[src/rtl/uart_pkg.sv]
`default_nettype none
// ============================================================================
// Module      : uart_pkg
// Description : Shared constants and FSM state type for the 8N1 UART core.
// Revision    : 1.0 - initial release
// ============================================================================
package uart_pkg;

    localparam int OVERSAMPLE = 16;
    localparam int DATA_BITS  = 8;
    localparam int HALF_BIT   = 8;
    localparam int UBRR_W     = 12;

    typedef enum logic [1:0] {
        IDLE  = 2'd0,
        START = 2'd1,
        DATA  = 2'd2,
        STOP  = 2'd3
    } uart_state_e;

endpackage
`default_nettype wire

[src/rtl/uart_baud_gen.sv]
`default_nettype none
// ============================================================================
// Module      : uart_baud_gen
// Description : 12-bit baud divisor producing a one-cycle 16x oversample tick.
// Revision    : 1.0 - initial release
// ============================================================================
module uart_baud_gen
    import uart_pkg::*;
(
    input  logic              clk,
    input  logic              rst,
    input  logic [UBRR_W-1:0] ubrr,
    output logic              tick
);

    logic [UBRR_W-1:0] r_count;

    // ">=" lets a divisor lowered mid-count wrap at once instead of rolling over
    assign tick = (r_count >= ubrr);

    always_ff @(posedge clk) begin
        if (rst) begin
            r_count <= '0;
        end else if (tick) begin
            r_count <= '0;
        end else begin
            r_count <= r_count + 1'b1;
        end
    end

endmodule
`default_nettype wire

[src/rtl/uart_core.sv]
`default_nettype none
// ============================================================================
// Module      : uart_core
// Description : 8N1 UART engine; static mode selects continuous TX or RX.
// Revision    : 1.0 - initial release
// ============================================================================
module uart_core
    import uart_pkg::*;
(
    input  logic                 clk,
    input  logic                 rst,
    input  logic [UBRR_W-1:0]    ubrr,
    input  logic                 mode,
    input  logic [DATA_BITS-1:0] data_i,
    output logic [DATA_BITS-1:0] data_o,
    input  logic                 rxd,
    output logic                 txd
);

    localparam int         c_bit_w     = $clog2(DATA_BITS);
    localparam logic [3:0] c_last_tick = 4'(OVERSAMPLE - 1);
    localparam logic [3:0] c_half_tick = 4'(HALF_BIT - 1);
    localparam logic [c_bit_w-1:0] c_last_bit = c_bit_w'(DATA_BITS - 1);

    logic w_tick;

    uart_state_e            r_tx_state, w_tx_state;
    logic [DATA_BITS-1:0]   r_tx_shift, w_tx_shift;
    logic [3:0]             r_tx_tick,  w_tx_tick;
    logic [c_bit_w-1:0]     r_tx_bit,   w_tx_bit;

    uart_state_e            r_rx_state, w_rx_state;
    logic [DATA_BITS-1:0]   r_rx_shift, w_rx_shift;
    logic [3:0]             r_rx_tick,  w_rx_tick;
    logic [c_bit_w-1:0]     r_rx_bit,   w_rx_bit;
    logic [DATA_BITS-1:0]   r_data_o,   w_data_o;
    logic [1:0]             r_rx_sync;
    logic                   w_rxd;

    uart_baud_gen u_baud_gen (
        .clk  (clk),
        .rst  (rst),
        .ubrr (ubrr),
        .tick (w_tick)
    );

    assign w_rxd  = r_rx_sync[1];
    assign data_o = r_data_o;
    assign txd    = (r_tx_state == START) ? 1'b0 :
                    (r_tx_state == DATA)  ? r_tx_shift[0] : 1'b1;

    always_ff @(posedge clk) begin
        if (rst) begin
            r_tx_state <= IDLE;
            r_tx_shift <= '0;
            r_tx_tick  <= '0;
            r_tx_bit   <= '0;
            r_rx_state <= IDLE;
            r_rx_shift <= '0;
            r_rx_tick  <= '0;
            r_rx_bit   <= '0;
            r_data_o   <= '0;
            r_rx_sync  <= 2'b11;
        end else begin
            r_tx_state <= w_tx_state;
            r_tx_shift <= w_tx_shift;
            r_tx_tick  <= w_tx_tick;
            r_tx_bit   <= w_tx_bit;
            r_rx_state <= w_rx_state;
            r_rx_shift <= w_rx_shift;
            r_rx_tick  <= w_rx_tick;
            r_rx_bit   <= w_rx_bit;
            r_data_o   <= w_data_o;
            r_rx_sync  <= {r_rx_sync[0], rxd};
        end
    end

    // Transmitter: STOP chains straight into the next START so frames are gapless
    always_comb begin
        w_tx_state = r_tx_state;
        w_tx_shift = r_tx_shift;
        w_tx_tick  = r_tx_tick;
        w_tx_bit   = r_tx_bit;
        if (!mode) begin
            w_tx_state = IDLE;
            w_tx_tick  = '0;
            w_tx_bit   = '0;
        end else if (w_tick) begin
            w_tx_tick = r_tx_tick + 4'd1;
            case (r_tx_state)
                IDLE: begin
                    w_tx_state = START;
                    w_tx_shift = data_i;
                    w_tx_tick  = '0;
                end
                START: begin
                    if (r_tx_tick == c_last_tick) begin
                        w_tx_state = DATA;
                        w_tx_bit   = '0;
                    end
                end
                DATA: begin
                    if (r_tx_tick == c_last_tick) begin
                        w_tx_shift = {1'b0, r_tx_shift[DATA_BITS-1:1]};
                        w_tx_bit   = r_tx_bit + 1'b1;
                        if (r_tx_bit == c_last_bit) begin
                            w_tx_state = STOP;
                        end
                    end
                end
                STOP: begin
                    if (r_tx_tick == c_last_tick) begin
                        w_tx_state = START;
                        w_tx_shift = data_i;
                    end
                end
                default: w_tx_state = IDLE;
            endcase
        end
    end

    // Receiver: START re-checks at mid-bit, after which each sample lands mid-bit
    always_comb begin
        w_rx_state = r_rx_state;
        w_rx_shift = r_rx_shift;
        w_rx_tick  = r_rx_tick;
        w_rx_bit   = r_rx_bit;
        w_data_o   = r_data_o;
        if (mode) begin
            w_rx_state = IDLE;
            w_rx_tick  = '0;
            w_rx_bit   = '0;
        end else if (w_tick) begin
            w_rx_tick = r_rx_tick + 4'd1;
            case (r_rx_state)
                IDLE: begin
                    w_rx_tick = '0;
                    if (!w_rxd) begin
                        w_rx_state = START;
                    end
                end
                START: begin
                    if (r_rx_tick == c_half_tick) begin
                        w_rx_tick  = '0;
                        w_rx_bit   = '0;
                        w_rx_state = w_rxd ? IDLE : DATA;
                    end
                end
                DATA: begin
                    if (r_rx_tick == c_last_tick) begin
                        w_rx_shift = {w_rxd, r_rx_shift[DATA_BITS-1:1]};
                        w_rx_bit   = r_rx_bit + 1'b1;
                        if (r_rx_bit == c_last_bit) begin
                            w_rx_state = STOP;
                        end
                    end
                end
                STOP: begin
                    if (r_rx_tick == c_last_tick) begin
                        w_rx_state = IDLE;
                        if (w_rxd) begin
                            w_data_o = r_rx_shift;
                        end
                    end
                end
                default: w_rx_state = IDLE;
            endcase
        end
    end

endmodule
`default_nettype wire

[config.mk]
export PLATFORM = sky130hd
export DESIGN_NAME = uart_core
export DESIGN_NICKNAME = d
export VERILOG_FILES = /design/src/rtl/uart_pkg.sv /design/src/rtl/uart_baud_gen.sv /design/src/rtl/uart_core.sv
export SDC_FILE = /design/constraint.sdc
export NUM_CORES = 1
export LEC_CHECK = 0
export ABC_AREA = 1
export CAP_MARGIN = 5
export CORE_MARGIN = 2
export CORE_UTILIZATION = 35
export CTS_BUF_LIST = sky130_fd_sc_hd__clkbuf_4
export CTS_CLUSTER_SIZE = 25
export DETAILED_ROUTE_END_ITERATION = 6
export PLACE_DENSITY = 0.54
export SYNTH_ARGS = -nofsm -noshare
export SYNTH_HDL_FRONTEND = slang
export SYNTH_SLANG_ARGS = --single-unit
[constraint.sdc]
create_clock -name clk -period 3.9 [get_ports clk]
set_input_delay 1.17 -clock clk [delete_from_list [all_inputs] [get_ports clk]]
set_output_delay 1.17 -clock clk [all_outputs]
set_load 0.05 [all_outputs]
==> impl_summary.log <==
[metrics] count of clock tree sinks: 56
[metrics] last element of the critical path: txd
[metrics] CP Launch Point: r_tx_state[0]$_SDFFE_PP0P_
[metrics] die area: 8920 sq um
[metrics] end of the worst register-to-register path: data_o[2]$_SDFFE_PP0P_
[metrics] area growth from synthesis to layout: 16.7%
[metrics] number of buffer cells added on primary ports: 32
[metrics] Post-CTS Resized: 0
[metrics] Clk pin slew, worst setup/hold paths: 180 ps
[metrics] clock buffer depth: 2
[metrics] aggregate routed wire length: 5500 um
[metrics] Hold Path Origin: r_rx_sync[0]$_SDFF_PP1_
[metrics] most frequent cells in the layout: 85 x sky130_fd_sc_hd__nand2_1, 64 x sky130_fd_sc_hd__nor2_1, 56 x sky130_fd_sc_hd__dfxtp_1
[metrics] run status: finished clean
[metrics] via count of the first global-routing pass: 2268
[metrics] reported net switching power: 0.234 mW
[metrics] Tightest Hold Check Type: flip-flop to flip-flop
[metrics] Leakage Power: 1.43 nW
[metrics] routed wirelength normalized by instance count: 10.3 um
[metrics] wire length of the first global-routing pass: 9780 um
[metrics] critical path, cell by cell: inv_1, ha_1, clkinv_1, nor2_1, nor2_1, clkdlybuf4s50_1
[metrics] final worst path period need: 3350 ps
[metrics] slowest stage cell on the critical path: sky130_fd_sc_hd__clkdlybuf4s50_1
[metrics] reg2reg path depth: 11
[metrics] crit path capture type: primary output
[metrics] flop2flop setup slack: 1800 ps
[metrics] commonest non-fill, non-tap cell in the layout: sky130_fd_sc_hd__nand2_1
[metrics] Worst Tran Pin Value: 506 ps
[metrics] cell area after synthesis: 2860 sq um
[metrics] FF+latch count, synth: 56
[metrics] required time of the worst setup path: 2730 ps
[metrics] worst skew pair latency: 390 ps
[metrics] class of the most critical setup path: flip-flop to primary output
[metrics] relative slew slack: 66.1%
[metrics] Clock H-tree levels: 2
[metrics] Internal Pwr Total: 0.693 mW
[metrics] nets: 479
[metrics] Arrival @ worst endpoint: 2180 ps
[metrics] library cell used as clock root buffer: sky130_fd_sc_hd__clkbuf_4
[metrics] setup repair after global routing missed its margin: no
[metrics] Synth warnings: 0
[metrics] number of setup violations in the final report: 0
[metrics] Total Power: 0.927 mW
[metrics] largest net degree at the start of global routing: 35
[metrics] crit-path max cell delay: 820 ps
[metrics] part of the Yosys area used for sequential elements: 39.2%
[metrics] fill cell count: 814
[metrics] die boundary width: 94.4 um
[metrics] number of distinct library cell variants in the gate-level netlist after synthesis: 29
[metrics] HPWL after DPL: 4100 um
[metrics] switching share of power: 25.2%
[metrics] number of top-level design ports: 33
[metrics] starting DRC count in detailed routing: 58
[metrics] peak fanout along the critical path: 4
[metrics] antenna violations before repair: 0
[metrics] cts-stage hold buffer count: 0
[metrics] floorplan die height: 94.4 um
[metrics] combinational share of power: 7.4%
[metrics] library cell appearing most often on the critical path: sky130_fd_sc_hd__nor2_1
[metrics] number of setup buffers added after CTS: 0
[metrics] CTS buffer count: 5
[metrics] total via count after detailed routing: 2465
[metrics] grt total ovfl: 0
[metrics] DR vias/cell: 4.62
[metrics] TritonCTS clock tree: yes
[metrics] number of cell rows: 32
[metrics] Placeable Area: 7810 sq um
[metrics] Final Hold Viols: 0
[metrics] total power per unit cell area: 278 nW/um^2
[metrics] GR Util All Layers: 13.4%
[metrics] Worst R2R Start: u_baud_gen.r_count[9]$_SDFF_PP0_
[metrics] final setup TNS: 0 ps
[metrics] share of total power in the clock network: 30.0%
[metrics] worst clock skew: 27.8 ps
[metrics] number of pins with negative max-slew slack in the final report: 0
[metrics] Peak supply drop: 0.125 mV
[metrics] initial core utilization: 36.7%
[metrics] part of the power in registers: 62.5%
[metrics] synthesized area per cell: 7.21 sq um
[metrics] first-pass iteration count of the detailed router: 4
[metrics] Post-route DRC: 0
[metrics] ratio of cells with drive above 1 in the final layout: 6.48%
[metrics] Worst Setup Start Kind: flip-flop
[metrics] number of antenna diodes: 0
[metrics] maximum achievable frequency: 298 MHz
[metrics] Final Wtd Congestion: 0.758
[metrics] gate count after technology mapping: 397
[metrics] final clock period utilization by the worst path: 85.9%
[metrics] number of max-cap violations: 0
[metrics] count of antenna-violating nets left after detailed routing: 0
[metrics] Post-Synthesis Net Count: 445
[layout make-up]
class / count / area, sq um / area share (%)
Sequential cell: 56 / 1120 / 33.6
Tap cell: 102 / 128 / 3.82
Clock inverter: 3 / 28.8 / 0.862
Timing Repair Buffer: 36 / 350 / 10.5
Inverter: 45 / 170 / 5.10
Multi-Input combinational cell: 287 / 1500 / 45.0
Clock buffer: 5 / 37.5 / 1.12
[routing by layer]
| layer | global-route usage (%) | routed length, um |
|---|---|---|
| met3 | 2.79 | 232 |
| met1 | 18.1 | 2790 |
| met5 | 0 | 0 |
| met4 | 3.62 | 65 |
| met2 | 21.9 | 2410 |
[worst min-delay path by stage]
stage | end | slack (ps) | cells after the start
finish | r_rx_sync[1]$_SDFF_PP1_ | 430 | 1
global route | r_rx_sync[1]$_SDFF_PP1_ | 450 | 1
CTS | r_rx_sync[1]$_SDFF_PP1_ | 440 | 1
detailed placement | r_rx_sync[1]$_SDFF_PP1_ | 390 | 1
global placement | r_rx_sync[1]$_SDFF_PP1_ | 400 | 1
floorplan | r_rx_sync[1]$_SDFF_PP1_ | 390 | 1
[registers in the layout, indices dropped and copies added (netlist names), named ones only]
| register | cells |
|---|---|
| data_o | 8 |
| r_rx_bit | 3 |
| r_rx_shift | 8 |
| r_rx_state | 1 |
| r_rx_sync | 2 |
| r_rx_tick | 4 |
| r_tx_bit | 3 |
| r_tx_shift | 8 |
| r_tx_state | 2 |
| r_tx_tick | 4 |
| u_baud_gen.r_count | 12 |
[Yosys cell counts, drive strengths merged]
library cell,count,area (sq um)
a211oi,1,12.5
a21oi,30,150
and3,1,6.26
buf,7,58.8
clkbuf,2,7.51
clkinv,2,8.75
dfxtp,56,1120
ha,24,300
inv,43,161
nand2,90,355
nand3,27,135
nand4,7,43.8
nor2,67,264
nor3,4,20.0
nor3b,2,15.0
o21a,1,7.51
o21ai,22,110
or2,5,31.3
xnor2,4,35.0
xor2,2,17.5
[stage by stage]
step / hold WS, ps / cells / setup slack, ps / util [%] / instance area, sq um
after global placement: 396 / 526 / 492 / 41.9 / 3270
final: 434 / 534 / 549 / 42.8 / 3340
after global routing: 453 / 534 / 420 / 42.8 / 3340
after floorplan: 389 / 397 / 1250 / - / 2860
after CTS: 437 / 534 / 521 / 42.8 / 3340
after detailed placement: 394 / 526 / 478 / 41.9 / 3270
[kinds of logic (layout without fill, tap and decap cells)]
group | count (synthesis) | count (layout) | synth area share, %
and+or+nand+nor | 203 | 203 | 30.4
xor gates and xnor gates | 6 | 6 | 1.84
DFF | 56 | 56 | 39.2
adders and majority gates | 24 | 24 | 10.5
AOI/OAI and AO/OA | 54 | 54 | 9.79
buffers and inverters | 54 | 89 | 8.26
[worst max-delay path, delay by kind of cell, from the launching register on]
kind / cells / cell delay [ps]
buffers and inverters: 3 / 980
flip-flops: 1 / 430
adder cells (fa/ha/maj): 1 / 230
AND/OR/NAND/NOR: 2 / 160
[power by group through the flow]
stage	registers, mW	clock network (mW)	logic, mW
finish	0.580	0.278	0.0689
global route	0.581	0.318	0.0804
CTS	0.580	0.298	0.0702
detailed placement	0.592	0	0.0698
global placement	0.592	0	0.0689
floorplan	0.591	0	0.0369
No activity file was read; power rests on OpenSTA's default activity.
